[config.mk]
export PLATFORM = sky130hd
export DESIGN_NAME = fpu_issue_sequencer
export DESIGN_NICKNAME = d
export VERILOG_FILES = /design/src/rtl/fpu_seq_pkg.sv /design/src/rtl/fpu_latency_lut.sv /design/src/rtl/fpu_issue_sequencer.sv
export SDC_FILE = /design/constraint.sdc
export NUM_CORES = 1
export LEC_CHECK = 0
export BUFFER_PORTS_ARGS = -buffer_cell sky130_fd_sc_hd__clkbuf_2
export CAP_MARGIN = 20
export CORE_ASPECT_RATIO = 1.1
export CORE_MARGIN = 2
export CORE_UTILIZATION = 55
export CTS_BUF_LIST = sky130_fd_sc_hd__clkbuf_16
export CTS_CLUSTER_DIAMETER = 40
export DETAILED_ROUTE_END_ITERATION = 12
export PLACE_DENSITY = 0.85
export SLEW_MARGIN = 20
export SYNTH_ARGS = -nofsm -noshare
export SYNTH_HDL_FRONTEND = slang
export SYNTH_SLANG_ARGS = --single-unit
export TNS_END_PERCENT = 100
[constraint.sdc]
create_clock -name clock -period 2.35 [get_ports clock]
set_input_delay 0.1175 -clock clock [delete_from_list [all_inputs] [get_ports clock]]
set_output_delay 0.1175 -clock clock [all_outputs]
set_load 0.01 [all_outputs]
[src/rtl/fpu_seq_pkg.sv]
// Shared definitions for the FPU issue sequencer: operation codes,
// sequencer states and exception-flag bit positions.
package fpu_seq_pkg;

  // fpuOp encoding, identical to the one the FPU decodes
  localparam logic [3:0] OP_ADD      = 4'd0;
  localparam logic [3:0] OP_SUB      = 4'd1;
  localparam logic [3:0] OP_MUL      = 4'd2;
  localparam logic [3:0] OP_DIV      = 4'd3;
  localparam logic [3:0] OP_SGNJ     = 4'd4;
  localparam logic [3:0] OP_MINMAX   = 4'd5;
  localparam logic [3:0] OP_SQRT     = 4'd6;
  localparam logic [3:0] OP_CMP      = 4'd7;
  localparam logic [3:0] OP_CVT_W_S  = 4'd8;
  localparam logic [3:0] OP_CVT_S_W  = 4'd9;

  // Sequencer states
  typedef enum logic [1:0] {
    IDLE = 2'd0,
    WAIT = 2'd1,
    DONE = 2'd2
  } seq_state_e;

  // Bit positions inside the 5-bit {NV,DZ,OF,UF,NX} flag vector
  localparam int FF_W  = 5;
  localparam int FF_NV = 4;
  localparam int FF_DZ = 3;
  localparam int FF_OF = 2;
  localparam int FF_UF = 1;
  localparam int FF_NX = 0;

endpackage

[src/rtl/fpu_latency_lut.sv]
// Combinational map from fpuOp to execution latency and an illegal-op flag.
// Kept as its own block so the hazard unit can reuse the same table.
module fpu_latency_lut
  import fpu_seq_pkg::*;
#(
  parameter int LAT_ADD  = 7,
  parameter int LAT_MUL  = 5,
  parameter int LAT_DIV  = 6,
  parameter int LAT_SQRT = 16,
  parameter int LAT_CVT  = 6,
  parameter int LAT_CMP  = 1,
  parameter int CNT_W    = 5
) (
  input  logic [3:0]       i_op,
  output logic [CNT_W-1:0] o_lat,
  output logic             o_illegal
);

  // Latency decode; unused codes take a single cycle and are flagged illegal
  always_comb begin
    o_lat     = CNT_W'(1);
    o_illegal = 1'b0;
    case (i_op)
      OP_ADD, OP_SUB:             o_lat = CNT_W'(LAT_ADD);
      OP_MUL:                     o_lat = CNT_W'(LAT_MUL);
      OP_DIV:                     o_lat = CNT_W'(LAT_DIV);
      OP_SQRT:                    o_lat = CNT_W'(LAT_SQRT);
      OP_CVT_W_S, OP_CVT_S_W:     o_lat = CNT_W'(LAT_CVT);
      OP_SGNJ, OP_MINMAX, OP_CMP: o_lat = CNT_W'(LAT_CMP);
      default: begin
        o_lat     = CNT_W'(1);
        o_illegal = 1'b1;
      end
    endcase
  end

endmodule

[src/rtl/fpu_issue_sequencer.sv]
// Multi-cycle issue sequencer between EX and the FPU. Stalls the pipeline for
// the fixed latency of the issued op, then strobes result_valid for one cycle.
// Optional sticky exception flags are built when FPU_FFLAGS_EN is defined.
//
// Handshake: an op is accepted in IDLE when fpu_sel=1 and flush=0; stall is
// high from that cycle until the cycle before result_valid. result_valid is a
// one-cycle strobe with fpu_result_out valid in the same cycle; there is no
// back-pressure on the result side.
module fpu_issue_sequencer
  import fpu_seq_pkg::*;
#(
  parameter int width    = 32,
  parameter int LAT_ADD  = 7,
  parameter int LAT_MUL  = 5,
  parameter int LAT_DIV  = 6,
  parameter int LAT_SQRT = 16,
  parameter int LAT_CVT  = 6,
  parameter int LAT_CMP  = 1,
  parameter int CNT_W    = 5
) (
  input  logic             clock,
  input  logic             clear,
  input  logic             fpu_sel,
  input  logic [3:0]       fpuOp,
  input  logic             flush,
  input  logic [width-1:0] fpu_result_in,
`ifdef FPU_FFLAGS_EN
  input  logic             nan_in,
  input  logic             dz_in,
  input  logic             of_in,
  input  logic             uf_in,
  input  logic             fflags_clr,
  output logic [FF_W-1:0]  fflags,
`endif
  output logic             stall,
  output logic             result_valid,
  output logic [width-1:0] fpu_result_out,
  output logic             busy
);

  seq_state_e       r_state, w_state_nxt;
  logic [CNT_W-1:0] r_cnt, w_cnt_nxt;
  logic             r_illegal, w_illegal_nxt;
  logic [width-1:0] r_hold;
  logic [CNT_W-1:0] w_lat;
  logic             w_lut_illegal;
  logic             w_issue;
  logic             w_stall;
  logic             w_valid;
  logic [width-1:0] w_result;

  fpu_latency_lut #(
    .LAT_ADD (LAT_ADD),
    .LAT_MUL (LAT_MUL),
    .LAT_DIV (LAT_DIV),
    .LAT_SQRT(LAT_SQRT),
    .LAT_CVT (LAT_CVT),
    .LAT_CMP (LAT_CMP),
    .CNT_W   (CNT_W)
  ) u_lut (
    .i_op     (fpuOp),
    .o_lat    (w_lat),
    .o_illegal(w_lut_illegal)
  );

  assign w_issue  = fpu_sel & ~flush;
  assign w_result = r_illegal ? '0 : fpu_result_in;

  // Next-state, counter and strobe decode
  always_comb begin
    w_state_nxt   = r_state;
    w_cnt_nxt     = r_cnt;
    w_illegal_nxt = r_illegal;
    w_stall       = 1'b0;
    w_valid       = 1'b0;
    case (r_state)
      IDLE: begin
        w_stall = w_issue;
        if (w_issue) begin
          w_cnt_nxt     = w_lat - CNT_W'(1);
          w_illegal_nxt = w_lut_illegal;
          w_state_nxt   = (w_lat == CNT_W'(1)) ? DONE : WAIT;
        end
      end
      WAIT: begin
        w_stall = 1'b1;
        if (flush) begin
          w_cnt_nxt   = '0;
          w_state_nxt = IDLE;
        end else begin
          w_cnt_nxt = r_cnt - CNT_W'(1);
          if (r_cnt == CNT_W'(1)) w_state_nxt = DONE;
        end
      end
      DONE: begin
        // fpu_sel here belongs to the departing instruction, so no re-issue
        w_valid     = ~flush;
        w_state_nxt = IDLE;
      end
      default: w_state_nxt = IDLE;
    endcase
  end

  // State, counter and latched op attributes
  always_ff @(posedge clock) begin
    if (clear) begin
      r_state   <= IDLE;
      r_cnt     <= '0;
      r_illegal <= 1'b0;
    end else begin
      r_state   <= w_state_nxt;
      r_cnt     <= w_cnt_nxt;
      r_illegal <= w_illegal_nxt;
    end
  end

  // Result hold register: captures each delivered result, killed ops leave it alone
  always_ff @(posedge clock) begin
    if (clear) r_hold <= '0;
    else if (w_valid) r_hold <= w_result;
  end

  assign stall          = w_stall;
  assign result_valid   = w_valid;
  assign busy           = (r_state != IDLE);
  assign fpu_result_out = (r_state == DONE) ? w_result : r_hold;

`ifdef FPU_FFLAGS_EN
  logic            r_is_div;
  logic [FF_W-1:0] r_fflags;
  logic [FF_W-1:0] w_flag_set;

  // Divide-by-zero only counts for an actual divide
  always_ff @(posedge clock) begin
    if (clear) r_is_div <= 1'b0;
    else if (r_state == IDLE && w_issue) r_is_div <= (fpuOp == OP_DIV);
  end

  // Flags raised by the op completing this cycle
  always_comb begin
    w_flag_set        = '0;
    w_flag_set[FF_NV] = nan_in;
    w_flag_set[FF_DZ] = dz_in & r_is_div;
    w_flag_set[FF_OF] = of_in;
    w_flag_set[FF_UF] = uf_in;
    w_flag_set[FF_NX] = 1'b0;
  end

  // Sticky accumulation; software clear wins over a same-cycle update
  always_ff @(posedge clock) begin
    if (clear || fflags_clr) r_fflags <= '0;
    else if (w_valid) r_fflags <= r_fflags | w_flag_set;
  end

  assign fflags = r_fflags;
`endif

endmodule

==> results of run 1 <==
==> metrics by stage <==
step	cells	worst slack, ns	utilization	hold WS (ns)
floorplan	326	0.9478	-	0.2907
global placement	428	0.7291	0.6586	0.4421
detailed placement	428	0.6631	0.6586	0.4471
CTS	435	0.3893	0.6914	0.1773
global route	435	0.1832	0.6914	0.1925
finish	435	0.4043	0.6914	0.1782
==> state kept, by name, indices dropped and copies added, names as in the netlist <==
register and flops:
r_cnt 5, r_illegal 1, r_state 2, r_hold 32
==> final timing paths <==
path                   start                 end  slack (ns)  cells past startpoint
setup / recovery  r_state[0]  fpu_result_out[31]        0.40                      5
hold / removal      fpuOp[3]           r_illegal        0.18                      3
setup reg to reg  r_state[0]          r_hold[30]        0.64                      4
hold reg to reg   r_hold[26]          r_hold[26]        0.45                      2
==> metal layers <==
metal | track usage | share of wire | up-vias
met5 | 0 | 0 | -
met4 | 0.09751 | 0.016 | 0
met3 | 0.04167 | 0.055 | 8
met2 | 0.3856 | 0.52 | 59
met1 | 0.2617 | 0.41 | 1087
li1 | - | - | 1211
==> worst register-to-register path, stage by stage, from the launching register on <==
cell,delay [ns]
dfxtp_1,0.38
nand2b_4,0.35
or2_2,0.58
nand2_1,0.13
a21oi_1,0.18
==> synthesized netlist by cell type, drive strengths merged (3+ instances only) <==
| cell | number |
|---|---|
| nor2 | 5 |
| clkbuf | 14 |
| nor3 | 3 |
| a21o | 3 |
| o21ai | 37 |
| nand2 | 68 |
| ha | 5 |
| inv | 7 |
| buf | 11 |
| or3 | 32 |
| nand2b | 40 |
| a21oi | 40 |
| dfxtp | 40 |
==> cell families after synthesis <==
logic type                 share of synthesized area
DFF                                           0.3395
xor gates and xnor gates                    0.007428
and+or+nand+nor                               0.3533
AOI/OAI and AO/OA                             0.2064
buffers and inverters                        0.06684
adders and majority gates                    0.02653
==> final cells by class <==
cell class	instances	area, sq um	area share
clock buffer	5	125.1	0.04464
clock inverter	2	7.507	0.002679
inverter	7	26.28	0.009375
multi-input combinational	254	1400	0.4996
sequential	40	800.8	0.2857
tap	52	65.06	0.02321
timing repair buffer	75	377.9	0.1348
==> power breakdown <==
group	total [mW]	switching (mW)	internal (mW)	leakage, nW
registers	0.707	0.0149	0.692	0.323
logic	0.216	0.121	0.0946	0.775
clock network	0.617	0.238	0.379	0.0648
==> run summary, run 1 <==
Hold Path Class -> in2reg
core area -> 4054 sq um
crit path max fanout -> 57
hpwl dp -> 3532 microns
io pins -> 75
Cell Area, Placed -> 2670 sq um
Arr. time, crit path -> 1.83 ns
Worst-Margin Slew -> 0.8476 ns
die area -> 4829 sq um
mapped cell area -> 2359 sq um
Post-Route Skew -> 0.001599 ns
Mapped Avg Cell Area -> 7.235 sq um
outcome -> complete, no violations
Critical Path, Cell by Cell -> nand2b_4 -> buf_4 -> nand2_1 -> o21ai_0 -> clkbuf_2
gpl congestion -> 0.7970
vias per cell -> 5.437
asr flop ratio synth -> 0
Buf/Inv on CP -> 2
Worst Setup Start Kind -> register
grt ovf -> 0
Slowest-stage cell, CP -> buf_4
Hold Vio Cnt, Final -> 0
I/O Buffers -> 74
Setup Viol. Count Final -> 0
Max Clock Freq -> 514.0 MHz
maximum vdd drop -> 486.1 uV
root buf cell -> clkbuf_16
initial drt markers -> 175
via count -> 2365
H-tree Lvls -> 2
largest net degree at the start of global routing -> 58
First-pass DRT Iterations -> 4
CP top delay family -> buffers and inverters
Slew Viols, Final -> 0
Seq/Total Area, Yosys -> 0.3395
flop and latch count out of synthesis -> 40
Post-CTS Setup Bufs -> 0
Layout area overhead -> 18.83%
layout cells sized above 1 -> 0.2324
Netlist cell types -> 36
total power -> 1.539 mW
Period Utilization, post-route -> 0.8279
vias in the first global route -> 2015
Setup TNS -> 0 ns
Detailed Route WL -> 5204 microns
Yosys top cell by area -> dfxtp_1
commonest non-fill, non-tap cell in the layout -> clkbuf_2
CP Capture Type -> output port
chip width -> 66.44 microns
Hold Buf Count CTS -> 0
PostCTS Resize Cnt -> 0
WL/cell -> 11.96 microns
relative slew slack -> 0.4342
prevailing post-synth register cell -> dfxtp_1
max_cap viols -> 0
CTS Buf Count -> 5
nets -> 428
first-pass GRT wire length -> 8362 microns
Syn Nets -> 371
critical path class -> reg2out
RSZ-0062 raised after global routing -> false
CTS tree -> yes
crit path time final -> 1.946 ns
clock latency at the later pin of the worst-skew pair -> 0.27 ns
Die H -> 72.68 microns
largest cells by area after synthesis -> dfxtp_1, nand2_1, nand2b_1, a21oi_1, or3_1
Antenna Nets Post-Route -> 0
antenna violations before repair -> 0
CTS Sinks -> 40
CTS Buffer Depth -> 2
Lkg Pwr -> 1.163 nW
Post-synth EDFFs -> 0
FP Rows -> 24
clock-pin slew on the worst setup and hold paths -> 0.05 ns
P per Cell Area -> 549.1 nW/um^2
Initial Util -> 0.5818
most frequent cells in the layout -> clkbuf_2, nand2_1, a21oi_1, dfxtp_1, nand2b_1
crit-path max cell delay -> 0.45 ns
fill count -> 362
Total GRT Usage -> 0.2209
DRC violations left -> 0
final instance area -> 2803 sq um
Cells after Synth -> 326
top cell type's share of synthesized area -> 0.3395
CP required -> 2.23 ns
Synthesis Warnings -> 0
Diodes inserted -> 0
(Power assumes the default switching activity.)
==> run 2, diff against run 1 <==
--- a/config.mk
+++ b/config.mk
@@ -9,11 +9,11 @@
 export CAP_MARGIN = 20
 export CORE_ASPECT_RATIO = 1.1
 export CORE_MARGIN = 2
-export CORE_UTILIZATION = 55
+export CORE_UTILIZATION = 51
 export CTS_BUF_LIST = sky130_fd_sc_hd__clkbuf_16
 export CTS_CLUSTER_DIAMETER = 40
 export DETAILED_ROUTE_END_ITERATION = 12
-export PLACE_DENSITY = 0.85
+export PLACE_DENSITY = 0.8
 export SLEW_MARGIN = 20
 export SYNTH_ARGS = -nofsm -noshare
 export SYNTH_HDL_FRONTEND = slang
==> constraint.sdc (replaced) <==
create_clock -name clock -period 1.8 [get_ports clock]
set_input_delay 0.09 -clock clock [delete_from_list [all_inputs] [get_ports clock]]
set_output_delay 0.09 -clock clock [all_outputs]
set_load 0.01 [all_outputs]
==> run 2 against run 1 <==
- power is 43% higher
- setup slack got worse by 0.27 ns
- hold slack got worse by 0.065 ns
- clock skew is 0.0026 ns higher
- non-clock buffer count increased by 5
- final cell count is 1.8% higher
- critical endpoint is now fpu_result_out[26]
- die area is 7.4% higher
- cell area rose by 3.2%
- first-iteration DRC count shrank 11%
- sequential share of layout area is 0.89 points lower
==> run summary, run 2 (synthesis gave the netlist of run 1 again) <==
outcome -> complete, no violations
hold path startpoint -> clear
WL/cell -> 11.97 microns
flip-flop count of the largest register after layout -> 32
Antenna Nets Post-Route -> 0
worst r2r path cells -> 6
grt ovf -> 0
Hold Vio Cnt, Final -> 0
H-tree Lvls -> 2
Worst R2R Start -> r_cnt[0]
Max Clock Freq -> 601.8 MHz
gpl congestion -> 0.8423
Top reg by flops -> r_hold
Detailed Route WL -> 5301 microns
Arr. time, crit path -> 1.57 ns
clock latency at the later pin of the worst-skew pair -> 0.28 ns
Slew Viols, Final -> 0
Initial Util -> 0.5386
Worst Setup Start Kind -> register
Hold Buf Count CTS -> 0
hpwl dp -> 3769 microns
core area -> 4379 sq um
largest net degree at the start of global routing -> 55
clock-pin slew on the worst setup and hold paths -> 0.06 ns
I/O Buffers -> 74
vias in the first global route -> 1969
CP required -> 1.71 ns
initial drt markers -> 155
PostCTS Resize Cnt -> 1
most frequent cells in the layout -> clkbuf_2, nand2_1, a21oi_1, dfxtp_1, nand2b_1
Util after Layout -> 0.6606
Period Utilization, post-route -> 0.9232
commonest non-fill, non-tap cell in the layout -> clkbuf_2
First-pass DRT Iterations -> 5
register-to-register setup slack -> 0.25 ns
maximum vdd drop -> 491.4 uV
CTS Buf Count -> 5
layout cells sized above 1 -> 0.2494
Post-CTS Setup Bufs -> 0
CTS Buffer Depth -> 2
Setup Viol. Count Final -> 0
Hold EP -> r_cnt[1]
r2r endpoint -> r_cnt[4]
nets -> 433
vias per cell -> 5.260
first-pass GRT wire length -> 8431 microns
die area -> 5185 sq um
Lkg Pwr -> 1.211 nW
CP Capture Type -> output port
io pins -> 75
CTS Sinks -> 40
crit path time final -> 1.662 ns
FP Rows -> 25
Total GRT Usage -> 0.2113
max_cap viols -> 0
Hold Path Class -> in2reg
Diodes inserted -> 0
DRC violations left -> 0
crit path max fanout -> 54
RSZ-0062 raised after global routing -> false
Hold Crit Depth -> 2
Layout area overhead -> 22.65%
Die H -> 75.33 microns
P per Cell Area -> 762.3 nW/um^2
chip width -> 68.84 microns
via count -> 2330
root buf cell -> clkbuf_16
relative slew slack -> 0.7598
Worst-Margin Slew -> 0.3602 ns
critical path class -> reg2out
biggest regs -> r_hold: 32 flops, r_cnt: 5 flops, r_state: 2 flops
antenna violations before repair -> 0
total power -> 2.205 mW
Setup TNS -> 0 ns
Post-Route Skew -> 0.004157 ns
CTS tree -> yes
[run 2: cell types whose count changed in the layout (fill, tap and decap cells not counted)]
cell	before	now
buf_4	1	5
clkinv_2	0	1
bufinv_16	0	1
clkinv_1	2	0
or2_4	0	1
or2_2	2	1
clkinvlp_4	0	1
buf_12	0	1
[run 2: per-layer routing]
| layer | track usage | vias to the layer above | part of all wire |
|---|---|---|---|
| li1 | - | 1232 | - |
| met1 | 0.2662 | 1033 | 0.44 |
| met2 | 0.3643 | 60 | 0.49 |
| met3 | 0.03693 | 5 | 0.061 |
| met4 | 0.07190 | 0 | 0.012 |
| met5 | 0 | - | 0 |
[run 2: stage by stage]
step                instance area [sq um]  hold WS, ns  instances  worst slack (ns)
floorplan                            2359       0.2632        326            0.3978
global placement                     2723       0.4115        435            0.2594
detailed placement                   2723       0.4102        435            0.2025
CTS                                  2893       0.1130        443            0.1276
global route                         2893       0.1330        443           0.01057
finish                               2893       0.1131        443            0.1383
[run 2: power by group]
part           switching [mW]  internal, mW  total [mW]
sequential             0.0135         0.903       0.916
combinational           0.165         0.131       0.296
clock                   0.342         0.650       0.992
total                   0.521          1.68        2.21
[run 2: worst max-delay path by stage]
stage | from | end | slack (ns) | cells past startpoint
2_1_floorplan | r_cnt[0] | r_cnt[4] | 0.40 | 6
3_3_place_gp | r_state[0] | result_valid | 0.26 | 4
3_5_place_dp | r_state[0] | r_hold[28] | 0.20 | 4
4_1_cts | r_state[0] | result_valid | 0.13 | 4
5_1_grt | r_state[0] | result_valid | 0.01 | 4
6_report | r_state[0] | fpu_result_out[26] | 0.14 | 5
[run 2: critical path, cell delays in order, from the launching register on]
cell	delay (ns)
dfxtp_1	0.39
nand2b_4	0.29
buf_12	0.25
nand2_1	0.08
o21ai_0	0.10
clkbuf_2	0.18
[run 2: cell type report]
cell class / count / area (sq um)
multi-input cells: 254 / 1403
inverters: 7 / 26.28
clock buffers: 5 / 125.1
clock inverters: 3 / 42.54
repair buffers: 80 / 427.9
flip-flops and latches: 40 / 800.8
fillers: 397 / 1486
well taps: 54 / 67.56
==> run 3, diff against run 2 <==
--- a/config.mk
+++ b/config.mk
@@ -9,11 +9,11 @@
 export CAP_MARGIN = 20
 export CORE_ASPECT_RATIO = 1.1
 export CORE_MARGIN = 2
-export CORE_UTILIZATION = 51
+export CORE_UTILIZATION = 30
 export CTS_BUF_LIST = sky130_fd_sc_hd__clkbuf_16
 export CTS_CLUSTER_DIAMETER = 40
 export DETAILED_ROUTE_END_ITERATION = 12
-export PLACE_DENSITY = 0.8
+export RECOVER_POWER = 100
 export SLEW_MARGIN = 20
 export SYNTH_ARGS = -nofsm -noshare
 export SYNTH_HDL_FRONTEND = slang
==> run 3 against run 2 <==
- global-route usage fell by 8.6 points
- sequential power is essentially flat
- sequential share of layout area increased by 0.13 points
- via count about the same
- wire length is 3.8% higher
- critical endpoint is now fpu_result_out[9]
- clock power decreased by 17%
- non-clock buffer count grew 1
- largest cell class unchanged
==> run summary, run 3 (synthesis gave the netlist of run 1 again) <==
crit path to -> fpu_result_out[9]
flip-flop count of the largest register after layout -> 32
chip width -> 88.54 microns
vias in the first global route -> 2006
first-pass GRT wire length -> 8928 microns
Hold Path Class -> in2reg
layout cells sized above 1 -> 0.1542
gpl congestion -> 0.7505
largest net degree at the start of global routing -> 58
Post-CTS Setup Bufs -> 0
fill count -> 842
Post-Route Skew -> 0.003693 ns
Slowest-stage cell, CP -> dfxtp_1
crit path max fanout -> 27
Lkg Pwr -> 1.090 nW
Worst R2R Start -> r_cnt[0]
CTS Sinks -> 40
CTS Buffer Depth -> 2
Slew Viols, Final -> 0
critical path depth -> 5
combinational fraction of design power -> 0.143
worst r2r path cells -> 6
Initial Util -> 0.3121
register-to-register setup slack -> 0.29 ns
PnR worst setup slack -> 0.1739 ns
WL/cell -> 11.14 microns
clock share of power -> 0.405
Setup Viol. Count Final -> 0
PostCTS Resize Cnt -> 1
CP Capture Type -> output port
core area -> 7556 sq um
post-place setup slack -> 0.2211 ns
Pint -> 1.526 mW
First-pass DRT Iterations -> 4
die area -> 8588 sq um
Hold Vio Cnt, Final -> 0
I/O Buffers -> 74
CTS tree -> yes
Inst Count DP -> 487
Seq pwr share -> 0.452
most frequent cells in the layout -> nand2_1, clkbuf_2, a21oi_1, dfxtp_1, nand2b_1
r2r endpoint -> r_cnt[4]
CTS Buf Count -> 5
Detailed Route WL -> 5504 microns
Period Utilization, post-route -> 0.9034
Max Clock Freq -> 615.0 MHz
Die H -> 97.00 microns
Cell Area, Placed -> 2794 sq um
Antenna Nets Post-Route -> 0
biggest regs -> r_hold: 32 flops, r_cnt: 5 flops, r_state: 2 flops
Arr. time, crit path -> 1.54 ns
Worst setup startpoint -> r_state[0]
max_cap viols -> 0
antenna violations before repair -> 0
CP required -> 1.71 ns
vias per cell -> 4.715
clock-pin slew on the worst setup and hold paths -> 0.06 ns
initial drt markers -> 65
total power -> 2.031 mW
relative slew slack -> 0.5854
grt ovf -> 0
Net Switching -> 504.7 uW
H-tree Lvls -> 2
Worst-Margin Slew -> 0.6219 ns
Setup TNS -> 0 ns
crit path time final -> 1.626 ns
final instance area -> 2879 sq um
outcome -> complete, no violations
nets -> 434
CP top delay family -> buffers and inverters
final non-filler cell total -> 494
FP Rows -> 33
root buf cell -> clkbuf_16
P per Cell Area -> 705.5 nW/um^2
crit-path max cell delay -> 0.39 ns
Total GRT Usage -> 0.1256
Top reg by flops -> r_hold
Diodes inserted -> 0
maximum vdd drop -> 339.3 uV
via count -> 2329
DRC violations left -> 0
Hold Crit Depth -> 3
Hold Buf Count CTS -> 0
Sw Ratio -> 0.2485
commonest non-fill, non-tap cell in the layout -> nand2_1
critical path class -> reg2out
Buf/Inv on CP -> 2
clock latency at the later pin of the worst-skew pair -> 0.27 ns
io pins -> 75
Worst Setup Start Kind -> register
Layout area overhead -> 22.07%
Critical Path, Cell by Cell -> nand2b_4 -> buf_4 -> nand2_1 -> o21ai_0 -> clkbuf_1
RSZ-0062 raised after global routing -> false
hpwl dp -> 3930 microns
[run 3: cell count changes in the layout (fill, tap and decap cells not counted), sizes merged]
cell | previous run | this run
inv | 7 | 8
clkbuf | 79 | 80
bufinv | 1 | 0
clkinvlp | 1 | 0
[run 3: final cells by class]
cell class                 count  area, sq um  share of cell area
multi-input combinational    254         1395              0.4846
sequential                    40        800.8              0.2781
timing repair buffer          81        391.6              0.1360
tap                          105        131.4             0.04563
clock buffer                   5        125.1             0.04346
inverter                       7        26.28            0.009126
clock inverter                 2        8.758            0.003042
[run 3: worst reg2reg max path: stages (launching register included)]
cell	delay, ns
dfxtp_1	0.32
inv_1	0.09
ha_1	0.18
or3b_1	0.38
nor4_1	0.18
a21oi_1	0.07
o32ai_1	0.20
[run 3: power by group through the flow]
| stage | clock network [mW] | logic, mW | registers, mW |
|---|---|---|---|
| floorplan | 0 | 0.192 | 0.933 |
| global placement | 0 | 0.296 | 0.937 |
| detailed placement | 0 | 0.299 | 0.938 |
| CTS | 0.856 | 0.301 | 0.918 |
| global route | 0.885 | 0.328 | 0.920 |
| finish | 0.823 | 0.290 | 0.918 |
[run 3: stage by stage]
step,hold WS [ns],util
2_1_floorplan,0.2632,-
3_3_place_gp,0.4304,0.3698
3_5_place_dp,0.4294,0.3698
4_1_cts,0.1383,0.3878
5_1_grt,0.1632,0.3810
6_report,0.1477,0.3810
[run 3: worst min-delay path by stage]
| stage | from | end | slack [ns] |
|---|---|---|---|
| after floorplan | fpuOp[3] | r_illegal | 0.26 |
| after global placement | fpuOp[3] | r_illegal | 0.43 |
| after detailed placement | fpuOp[3] | r_illegal | 0.43 |
| after CTS | fpuOp[3] | r_illegal | 0.14 |
| after global routing | fpu_result_in[19] | r_hold[19] | 0.16 |
| final | fpuOp[3] | r_illegal | 0.15 |
[run 3: metal layers]
| metal | global-route usage | wire length (microns) |
|---|---|---|
| met5 | 0 | 0 |
| met4 | 0.02448 | 16 |
| met2 | 0.2059 | 2598 |
| met1 | 0.1682 | 2656 |
| met3 | 0.02816 | 231 |
